<file path="config.mk">
export PLATFORM = sky130hd
export DESIGN_NAME = ibus_ctrl
export DESIGN_NICKNAME = d
export VERILOG_FILES = /design/src/rtl/ibus_ctrl.sv
export SDC_FILE = /design/constraint.sdc
export NUM_CORES = 1
export LEC_CHECK = 0
export CAP_MARGIN = 25
export CORE_AREA = 10 10 87 89
export DETAILED_ROUTE_END_ITERATION = 16
export DIE_AREA = 0 0 97 99
export DONT_BUFFER_PORTS = 1
export PLACE_DENSITY = 0.36
export SETUP_SLACK_MARGIN = 0.3
export SLEW_MARGIN = 10
export SYNTH_ARGS = -nofsm -noshare
export SYNTH_HDL_FRONTEND = slang
export SYNTH_SLANG_ARGS = --single-unit
export TNS_END_PERCENT = 50
</file>
<file path="constraint.sdc">
create_clock -name clk -period 3.01 [get_ports clk]
set_input_delay 0.602 -clock clk [delete_from_list [all_inputs] [get_ports clk]]
set_output_delay 0.602 -clock clk [all_outputs]
set_load 0.005 [all_outputs]
</file>
<file path="src/rtl/ibus_ctrl.sv">
// ---------------------------------------------------------------------------
// ibus_ctrl
//
// Instruction-bus controller sitting between the CPU fetch port and the
// instruction-side slaves (RAM and a synchronous boot ROM). The fetch address
// is decoded into three regions:
//    - RAM      : master_address[31:RAM_AW] == 0
//    - boot ROM : master_address[31:20] == ROM_BASE
//    - anything else is unmapped
// RAM accesses pass straight through combinationally. ROM reads are stretched
// by ROM_WAIT wait states. Writes to ROM and any access to unmapped space
// complete immediately and raise a one-cycle bus_err pulse in the following
// cycle.
//
// Optional feature (compile-time macro IBUS_TIMEOUT_EN):
//    When defined, a stall watchdog counts consecutive RAM stall cycles and
//    aborts the access once TIMEOUT stall cycles have been seen, so the master
//    never stalls longer than TIMEOUT cycles on a RAM access. When undefined,
//    RAM stalls pass through for as long as the RAM holds them.
//
// Parameters:
//    RAM_AW   : RAM address width
//    ROM_AW   : boot ROM address width
//    ROM_BASE : value of master_address[31:20] that selects the ROM
//    ROM_WAIT : ROM wait states (0..15), 0 means combinational ROM
//    TIMEOUT  : max consecutive RAM stall cycles (1..65535), watchdog only
//
// Ports:
//    clk                clock, all state updates on the rising edge
//    rst_n              synchronous active-low reset
//    master_address     fetch address, held while master_stall=1
//    master_byteenable  byte enables
//    master_read        read strobe, held while stalled
//    master_write       write strobe, held while stalled
//    master_wrdata      write data
//    master_rddata      read data, valid when master_stall=0 and master_read=1
//    master_stall       hold request
//    bus_err            registered one-cycle error pulse
//    bootrom_address    ROM address (low ROM_AW address bits)
//    bootrom_data_o     ROM read data
//    ram_address        RAM address (low RAM_AW address bits)
//    ram_data_i         RAM write data
//    ram_data_enable    RAM byte enables
//    ram_data_o         RAM read data
//    ram_rd             RAM read strobe
//    ram_wr             RAM write strobe
//    ram_stall          RAM not ready
// ---------------------------------------------------------------------------
module ibus_ctrl #(
   parameter int unsigned RAM_AW   = 24,
   parameter int unsigned ROM_AW   = 13,
   parameter logic [11:0] ROM_BASE = 12'h1fc,
   parameter int unsigned ROM_WAIT = 1,
   parameter int unsigned TIMEOUT  = 255
) (
   input  logic              clk,
   input  logic              rst_n,
   input  logic [31:0]       master_address,
   input  logic [3:0]        master_byteenable,
   input  logic              master_read,
   input  logic              master_write,
   input  logic [31:0]       master_wrdata,
   output logic [31:0]       master_rddata,
   output logic              master_stall,
   output logic              bus_err,
   output logic [ROM_AW-1:0] bootrom_address,
   input  logic [31:0]       bootrom_data_o,
   output logic [RAM_AW-1:0] ram_address,
   output logic [31:0]       ram_data_i,
   output logic [3:0]        ram_data_enable,
   input  logic [31:0]       ram_data_o,
   output logic              ram_rd,
   output logic              ram_wr,
   input  logic              ram_stall
);

   typedef enum logic [1:0] {
      S_IDLE,
      S_ROM_WAIT,
      S_RAM_ACC,
      S_ABORT
   } stateT;

   stateT       r_state;
   logic [3:0]  r_wcnt;
   logic        r_busErr;

   logic        w_ramSel;
   logic        w_romSel;
   logic        w_req;
   logic        w_ramAcc;
   logic        w_romRead;
   logic        w_romWrite;
   logic        w_unmapped;

`ifdef IBUS_TIMEOUT_EN
   logic [15:0] r_scnt;
   logic [15:0] w_scntCur;
`endif

   // Reject out-of-range configurations at elaboration time rather than
   // letting the 4-bit and 16-bit counters silently wrap.
   if (ROM_WAIT > 15) begin : g_badRomWait
      $error("ibus_ctrl: ROM_WAIT must be in 0..15");
   end
   if (TIMEOUT < 1 || TIMEOUT > 65535) begin : g_badTimeout
      $error("ibus_ctrl: TIMEOUT must be in 1..65535");
   end

   // Slave-side address, data and byte-enable buses are plain slices of the
   // master request; only the strobes need qualifying.
   assign bootrom_address = master_address[ROM_AW-1:0];
   assign ram_address     = master_address[RAM_AW-1:0];
   assign ram_data_i      = master_wrdata;
   assign ram_data_enable = master_byteenable;
   assign bus_err         = r_busErr;

   // Address decode. RAM wins if a strange parameter set ever makes the two
   // windows overlap, so at most one region is selected at a time.
   assign w_ramSel   = (master_address[31:RAM_AW] == '0);
   assign w_romSel   = (master_address[31:20] == ROM_BASE) && !w_ramSel;
   assign w_req      = master_read || master_write;
   assign w_ramAcc   = w_ramSel && w_req;
   assign w_romRead  = w_romSel && master_read && !master_write;
   assign w_romWrite = w_romSel && master_write;
   assign w_unmapped = !w_ramSel && !w_romSel && w_req;

`ifdef IBUS_TIMEOUT_EN
   // Stall cycles already spent on the current RAM access. A fresh access
   // launched from IDLE starts from zero, so the first stalled cycle counts.
   assign w_scntCur = (r_state == S_RAM_ACC) ? r_scnt : 16'd0;
`endif

   // Master-facing outputs are combinational so the RAM path has zero
   // latency. IDLE and RAM_ACC behave identically here: RAM_ACC only exists
   // so the watchdog knows a stall is in progress. Holding rst_n low kills
   // the strobes and the stall so nothing leaks out while reset is applied.
   always_comb begin
      master_rddata = 32'd0;
      master_stall  = 1'b0;
      ram_rd        = 1'b0;
      ram_wr        = 1'b0;
      if (rst_n) begin
         case (r_state)
            S_IDLE, S_RAM_ACC: begin
               if (w_ramAcc) begin
                  ram_rd       = master_read;
                  ram_wr       = master_write;
                  master_stall = ram_stall;
                  if (master_read && !ram_stall) begin
                     master_rddata = ram_data_o;
                  end
               end else if (w_romRead) begin
                  if (ROM_WAIT == 0) begin
                     master_rddata = bootrom_data_o;
                  end else begin
                     master_stall = 1'b1;
                  end
               end
            end
            S_ROM_WAIT: begin
               if (master_read) begin
                  if (r_wcnt != 4'd0) begin
                     master_stall = 1'b1;
                  end else begin
                     master_rddata = bootrom_data_o;
                  end
               end
            end
            S_ABORT: begin
               master_stall = 1'b0;
            end
            default: begin
               master_stall = 1'b0;
            end
         endcase
      end
   end

   // Control FSM. The ROM wait counter is loaded with ROM_WAIT-1 on the
   // request cycle, so the stall lasts ROM_WAIT cycles and the data arrives
   // in cycle ROM_WAIT. Errors are flagged one cycle after the faulting
   // access completes, which keeps bus_err a clean registered pulse.
   always_ff @(posedge clk) begin
      if (!rst_n) begin
         r_state  <= S_IDLE;
         r_wcnt   <= 4'd0;
         r_busErr <= 1'b0;
`ifdef IBUS_TIMEOUT_EN
         r_scnt   <= 16'd0;
`endif
      end else begin
         r_busErr <= 1'b0;
         case (r_state)
            S_IDLE, S_RAM_ACC: begin
               r_state <= S_IDLE;
`ifdef IBUS_TIMEOUT_EN
               r_scnt  <= 16'd0;
`endif
               if (w_ramAcc) begin
                  if (ram_stall) begin
`ifdef IBUS_TIMEOUT_EN
                     if (w_scntCur == 16'(TIMEOUT - 1)) begin
                        r_state <= S_ABORT;
                     end else begin
                        r_state <= S_RAM_ACC;
                        r_scnt  <= w_scntCur + 16'd1;
                     end
`else
                     r_state <= S_RAM_ACC;
`endif
                  end
               end else if (w_romRead) begin
                  if (ROM_WAIT != 0) begin
                     r_state <= S_ROM_WAIT;
                     r_wcnt  <= 4'(ROM_WAIT - 1);
                  end
               end else if (w_romWrite || w_unmapped) begin
                  r_busErr <= 1'b1;
               end
            end
            S_ROM_WAIT: begin
               if (!master_read || r_wcnt == 4'd0) begin
                  r_state <= S_IDLE;
                  r_wcnt  <= 4'd0;
               end else begin
                  r_wcnt  <= r_wcnt - 4'd1;
               end
            end
            S_ABORT: begin
               r_state  <= S_IDLE;
               r_busErr <= 1'b1;
            end
            default: begin
               r_state <= S_IDLE;
            end
         endcase
      end
   end

endmodule

</file>
==> results by group, run 1 <==
Power and ir drop
  • Comb pwr share: roughly 5.1%
  • Largest vdd supply drop: 158 uV
  • Net switching power: 0.0000434 W
  • P_leak: 0.331 nW
  • Power consumption: approximately 0.00023 W
  • Sw Ratio: 18.5%
  • Total power divided by cell area: 249 mW/mm2
  • Clock power share: 54.4%
  • Internal Dissipation: 0.000191 W
  • Share of power burned in registers: 40.5%

Hold path
  • Hold path depth: 1
  • Tightest Hold Check Type: flop to flop
  • HP Start: r_wcnt[3]
  • WHS Endpoint: r_wcnt[3]

Setup path
  • Critical setup path kind: flop to primary output
  • Critical path cell sequence: inv_1, ha_1, or3b_1, nor3_4, buf_4, a22o_1
  • Largest driver fanout on the critical path: 32
  • Endpoint type of the worst setup path: primary output
  • Slowest cell delay on critical path: 410 ps
  • Launch point of the worst reg-to-reg path: r_wcnt[0]
  • Critical R2R Capture: r_wcnt[2]
  • Slack of the worst reg-to-reg path: about 1300 ps
  • Family of cells with the greatest summed delay on the critical path: simple AND/OR/NAND/NOR gates
  • Total stage count of the critical path: 6
  • Worst r2r path cells: 6
  • WP data required: 2410 ps
  • Slowest-stage cell, CP: sky130_fd_sc_hd__or3b_1
  • Data arrival time at the worst-slack endpoint: 1910 ps
  • WP buf/inv: 2
  • Category of the worst setup path launch point: flop

Synthesis
  • Part of the Yosys area used for sequential elements: between 10% and 20%
  • Count of mapped cells out of synthesis: 163
  • Total of warnings raised by yosys: 0
  • Area share of the leading cell type in the synthesized netlist: 39.6%
  • Post-synth EDFFs: 0
  • FF+latch count, synth: 7
  • Number of nets in the synthesized netlist: a little over 300
  • Netlist Area Pre-Place: 0.00138 mm2
  • Distinct cells, synth: 35
  • Flip-flop cell with the highest count after synthesis: sky130_fd_sc_hd__dfxtp_1
  • Share of flip-flops with an asynchronous set or reset after synthesis: 0%
  • Post-Synthesis Mean Instance Area: 8.48 um2
  • Cell taking the most area after synthesis: sky130_fd_sc_hd__buf_4
  • Synth area leaders: sky130_fd_sc_hd__buf_4, sky130_fd_sc_hd__a22o_2, sky130_fd_sc_hd__dfxtp_1

Timing
  • Count of final setup violators: 0
  • Setup TNS after final layout: 0 ps
  • Final worst-path cycle share: approximately 83%
  • Worst max-slew margin expressed relative to the limit: about three quarters
  • Setup repair after global routing missed its margin: false
  • Final-report hold violation count: 0
  • Slew of the pin with the lowest slew margin: 362 ps
  • Max Clock Freq: ~400 MHz
  • Post-layout minimum cycle time: 2510 ps
  • Worst clock skew: 0.492 ps
  • Max-slew violation count: 0

Floorplanning
  • Core box area: 0.00585 mm2
  • DIE AREA: a little under 0.01 mm2
  • Count of pins on the block boundary: 246
  • Overall die width: between 90 and 100 um
  • Vert. Die Dim: 99 um
  • Initial Utilization: around a quarter
  • Std cell rows: 28

GRT
  • Number of global-route vias before repair: 986
  • Maximum number of pins on one net before global-route repair: 33
  • Global-route usage over all layers: 8.05%
  • Total grt overflow: 0
  • Wire length of the first global-routing pass: approximately 6300 um
  • Antenna violations before repair: 0
  • Global routing usage on met3: ~6.2%
  • Fraction of met1 tracks used by global routing: a little under 6%
  • Met2 global-route usage: 15.2%
  • Peak-usage layer in the global routing report: met2

Cells and area
  • Final std cells w/o fill: approximately 170
  • Register area: around 140 um2
  • Layout cells sized above 1: 40.0%
  • Filler instances: 648
  • Area occupied by multi-input gates: 631 um2
  • Number of nets in the final layout: 230
  • Number of antenna repair diodes: 0
  • Synthesis-to-layout area growth: -32.0%

Detailed routing
  • First-pass detailed-route iteration total: 4
  • Final routed wire length divided by cell count: 27.1 um
  • Routed wire length: 4470 um
  • Final antenna-violating net count: 0
  • DRC: 0
  • Vias: 911
  • Number of vias per cell after detailed routing: 5.52
  • Iter 0 DRT Violations: just over 70

Placed design
  • Count of placed standard cells including taps: 161
  • Count of input and output buffers: 0
  • Placer congestion estimate: 0.748
  • HPWL after detailed placement: 4020 um

Run
  • Count of max-cap constraint violations: 0

Clock network
  • CTS tree: built
  • Master cell of the clock root buffer: sky130_fd_sc_hd__clkbuf_8
  • Number of hold buffers added after cts: 0
  • Buffer count from post-CTS setup fixing: 0
  • Sinks on Clock Net: 7
  • CTS-repair resized insts: 0
  • Later-pin clock latency in the skew report: about 220 ps
  • Clock Path Buffers: 2
  • Deepest level of the CTS H-tree: 1
  • Number of buffers created by CTS: 3
  • Clock-pin transition on the worst setup and hold timing paths: 40 ps

Status
  • Result of the run: complete, no violations
per-stage QoR:
step | util, % | instance area [um2] | hold WS [ps] | worst slack, ps
6_report | 16.1 | 940 | 495 | 500
5_1_grt | 16.1 | 940 | 516 | 374
4_1_cts | 16.1 | 940 | 497 | 473
3_5_place_dp | 15.3 | 895 | 491 | 560
3_3_place_gp | 15.3 | 895 | 491 | 621
2_1_floorplan | - | 1380 | 468 | 773
how the worst max path moves through the flow:
stage / startpoint / endpoint
3_5_place_dp: master_address[29] / master_rddata[28]
6_report: r_wcnt[0] / master_rddata[29]
5_1_grt: r_wcnt[0] / master_rddata[30]
2_1_floorplan: master_address[29] / master_rddata[10]
4_1_cts: r_wcnt[0] / master_rddata[13]
3_3_place_gp: master_address[29] / master_rddata[19]
kinds of logic after synthesis:
logic type | count (synthesis) | share of synthesized area (%)
buffers and inverters | 83 | 44.3
AOI/OAI and AO/OA | 41 | 27.1
and+or+nand+nor | 29 | 16.1
DFF | 7 | 10.1
adders and majority gates | 2 | 1.81
xor gates and xnor gates | 1 | 0.634
synth_stat cells (2+ instances only):
cell type / count
sky130_fd_sc_hd__buf_2: 3
sky130_fd_sc_hd__dfxtp_1: 7
sky130_fd_sc_hd__inv_1: 4
sky130_fd_sc_hd__a22o_2: 24
sky130_fd_sc_hd__nor3_4: 2
sky130_fd_sc_hd__a22o_1: 8
sky130_fd_sc_hd__nor2_1: 4
sky130_fd_sc_hd__ha_1: 2
sky130_fd_sc_hd__nor4_2: 2
sky130_fd_sc_hd__o21a_1: 2
sky130_fd_sc_hd__buf_4: 73
sky130_fd_sc_hd__nand2_1: 2
sky130_fd_sc_hd__nor3_1: 4
sky130_fd_sc_hd__nor3b_1: 3
sky130_fd_sc_hd__buf_6: 3
final cells by class:
cell class	count	area share, %
Multi-Input combinational cell	73	67.1
Sequential cell	7	14.9
Tap cell	75	9.99
Clock buffer	4	4.79
Timing Repair Buffer	2	1.60
Inverter	4	1.60
power groups by stage:
stage	logic [W]	registers, W	clock network [W]
floorplan	0.0000884	0.0000960	0
global placement	0.0000115	0.0000963	0
detailed placement	0.0000118	0.0000962	0
CTS	0.0000119	0.0000948	0.000131
global route	0.0000130	0.0000947	0.000139
finish	0.0000119	0.0000948	0.000127
metal layers:
layer	part of all wire, %	vias to the layer above
met5	0	-
met4	2.5	0
met3	16	29
met2	55	104
met1	26	411
li1	-	367
placed cells by master (no fill, tap or decap), types with 3 or more instances in the layout:
cell type / instances
sky130_fd_sc_hd__inv_1: 4
sky130_fd_sc_hd__a22o_2: 24
sky130_fd_sc_hd__nor3b_1: 3
sky130_fd_sc_hd__a22o_1: 8
sky130_fd_sc_hd__nor2_1: 4
sky130_fd_sc_hd__dfxtp_1: 7
sky130_fd_sc_hd__nor3_1: 4
sky130_fd_sc_hd__clkbuf_8: 3
registers in the layout (all words and copies together), names as in the netlist:
signal / count
r_wcnt: 4
bus_err: 1
r_state: 2
No activity file was read; power rests on OpenSTA's default activity.
==> run 2: changes to the inputs <==
Settings changed: CORE_AREA 10 10 87 89 to 10 10 88 90, DIE_AREA 0 0 97 99 to 0 0 98 100.
Clock period 3.01 ns to 2.1 ns, I/O delays scaled along.
==> run 2 against run 1 <==
- the flow now finishes with violations (setup timing)
- final cell count grew 6.1%
- register-to-register slack got worse by 840 ps
- critical path depth stayed put
- first-iteration DRC count is 79% lower
- worst hold slack worse by 150 ps
- sequential share of layout area is 2.0 points lower
- wire length grew 16%
- setup slack got worse by 570 ps
- sequential power grew 43%
- global-route usage is 1.2 points higher
- via count increased by 4.9%
- clock power is 48% higher
- critical endpoint is now master_stall
- largest power group unchanged
==> results by group, run 2 (synthesis results as in run 1) <==
Floorplanning
  • Std cell rows: 29
  • Initial Utilization: between 20% and 30%
  • Vert. Die Dim: around 100 um
  • Core box area: 0.00613 mm2
  • Overall die width: 98 um
  • DIE AREA: 0.00980 mm2
  • Count of pins on the block boundary: 246

Power and ir drop
  • Net switching power: 0.0000681 W
  • Sw Ratio: between 10% and 20%
  • Comb pwr share: 5.5%
  • Internal Dissipation: 0.000275 W
  • Clock power share: 54.9%
  • Largest vdd supply drop: about 120 uV
  • P_leak: slightly below 0.4 nW
  • Total power divided by cell area: 308 mW/mm2
  • Share of power burned in registers: 39.6%

Detailed routing
  • DRC: 0
  • Final routed wire length divided by cell count: between 20 and 30 um
  • Routed wire length: 5190 um
  • Number of vias per cell after detailed routing: 5.46
  • Final antenna-violating net count: 0
  • Vias: 956
  • Iter 0 DRT Violations: 15
  • First-pass detailed-route iteration total: 4

Timing
  • Setup TNS after final layout: -510 ps
  • Worst clock skew: 1.72 ps
  • Max-slew violation count: 0
  • Final-report hold violation count: 0
  • Post-layout worst setup margin: -68.0 ps
  • Max Clock Freq: 461 MHz
  • Post-layout minimum cycle time: 2170 ps
  • Count of final setup violators: 32
  • Setup repair after global routing missed its margin: true
  • Final worst-path cycle share: 103%
  • Worst max-slew margin expressed relative to the limit: between 70% and 80%
  • Fin Hold WS: 349 ps
  • Slew of the pin with the lowest slew margin: about 380 ps

Setup path
  • Slack of the worst reg-to-reg path: approximately 400 ps
  • Slowest cell delay on critical path: 390 ps
  • Largest driver fanout on the critical path: 3
  • WP data required: 1680 ps
  • Category of the worst setup path launch point: flop
  • Slowest-stage cell, CP: sky130_fd_sc_hd__or3b_4
  • Critical setup path kind: flop to primary output
  • Critical path cell sequence: inv_2, ha_4, or3b_4, nor3b_2, o21a_1, or2_4
  • Data arrival time at the worst-slack endpoint: 1750 ps
  • CP startpoint: r_wcnt[0]
  • Critical R2R Capture: r_wcnt[2]
  • Endpoint type of the worst setup path: primary output
  • Launch point of the worst reg-to-reg path: r_wcnt[0]
  • Worst r2r path cells: 6
  • Endpoint of the worst setup timing path: master_stall

Cells and area
  • Most common cell after layout, fill and taps aside: sky130_fd_sc_hd__a22o_2
  • Max reg flops: 4
  • Number of nets in the final layout: 238
  • Top library cells by usage in the layout, fill and taps aside: sky130_fd_sc_hd__a22o_2, sky130_fd_sc_hd__a22o_1, sky130_fd_sc_hd__buf_4
  • Most flop-heavy register: r_wcnt
  • Fraction of the core area covered by cells at the end of the flow: 18.1%
  • Number of antenna repair diodes: 0
  • Filler instances: 650
  • Final std cells w/o fill: around 180
  • Layout cells sized above 1: a little under three fifths
  • Synthesis-to-layout area growth: -19.5%

Run
  • Count of max-cap constraint violations: 0

GRT
  • Antenna violations before repair: 0
  • Wire length of the first global-routing pass: a little over 7000 um
  • Maximum number of pins on one net before global-route repair: 33
  • Total grt overflow: 0
  • Global-route usage over all layers: 9.22%
  • Number of global-route vias before repair: approximately 1,000

Clock network
  • Deepest level of the CTS H-tree: 1
  • Later-pin clock latency in the skew report: 230 ps
  • Master cell of the clock root buffer: sky130_fd_sc_hd__clkbuf_8
  • Clock-pin transition on the worst setup and hold timing paths: 40 ps
  • Clock Path Buffers: 2
  • Number of buffers created by CTS: 3
  • Sinks on Clock Net: 7
  • CTS tree: built

Status
  • Violations in the final reports: setup timing
  • Result of the run: finished, violations left

Hold path
  • Tightest Hold Check Type: primary input to flop

Placed design
  • Count of placed standard cells including taps: 165
  • Placer congestion estimate: between 0.7 and 0.8
  • Count of input and output buffers: 0
  • HPWL after detailed placement: 4450 um
==> run 2: how the worst min path moves through the flow <==
stage | startpoint | endpoint | slack (ps) | cells past startpoint
floorplan | r_wcnt[3] | r_wcnt[3] | 470 | 1
global placement | r_wcnt[0] | r_wcnt[0] | 490 | 1
detailed placement | r_wcnt[0] | r_wcnt[0] | 500 | 1
CTS | rst_n | r_state[0] | 330 | 1
global route | rst_n | r_state[0] | 340 | 1
finish | rst_n | r_state[0] | 350 | 1
==> run 2: final cells by class <==
type | instances | area, um2 | share of cell area, %
repair buffers | 10 | 133 | 11.9
flip-flops and latches | 7 | 144 | 12.9
inverters | 4 | 15.0 | 1.35
multi-input cells | 73 | 679 | 61.1
clock buffers | 4 | 45.0 | 4.05
well taps | 77 | 96.3 | 8.66
==> run 2: per-stage QoR <==
| stage | instance area [um2] | setup WS, ps | power [W] |
|---|---|---|---|
| 3_3_place_gp | 948 | 156 | 0.000155 |
| 2_1_floorplan | 1400 | 230 | 0.000265 |
| 4_1_cts | 1080 | -38.3 | 0.000351 |
| 5_1_grt | 1110 | -100 | 0.000357 |
| 3_5_place_dp | 948 | 111 | 0.000155 |
| 6_report | 1110 | -68.0 | 0.000343 |
==> run 2: power groups by stage <==
stage	logic [W]	clock network, W	registers [W]
after global routing	0.0000209	0.000200	0.000136
after floorplan	0.000127	0	0.000138
after CTS	0.0000189	0.000196	0.000136
after detailed placement	0.0000173	0	0.000138
after global placement	0.0000171	0	0.000138
final	0.0000187	0.000188	0.000136
==> run 2: worst max-delay path: cells and delay by family (launching register included) <==
kind | cells | cell delay, ps
adders and majority gates | 1 | 130
buffers and inverters | 1 | 80
AOI/OAI and AO/OA | 1 | 190
DFF | 1 | 320
and+or+nand+nor | 3 | 810
==> run 2: repair_timing <==
| item | in CTS | in global routing |
|---|---|---|
| hold buffers | 0 | 0 |
| cloned | 1 | 0 |
| gates resized for setup | 8 | 4 |
| setup endpoints to repair | 35 | 36 |
| setup buffers | 3 | 2 |
| pin swaps | 7 | 3 |
==> run 2: routing by layer <==
metal  routed length (um)  track usage (%)
met1                 1730             9.19
met2                 2510             14.9
met3                  800             5.08
met4                  151             5.59
met5                    0                0
==> run 3: changes to the inputs <==
Settings changed: CTS_CLUSTER_SIZE from default to 14.
==> results of run 3 <==
No change in the layout: final DEF, timing and power equal those of run 2.
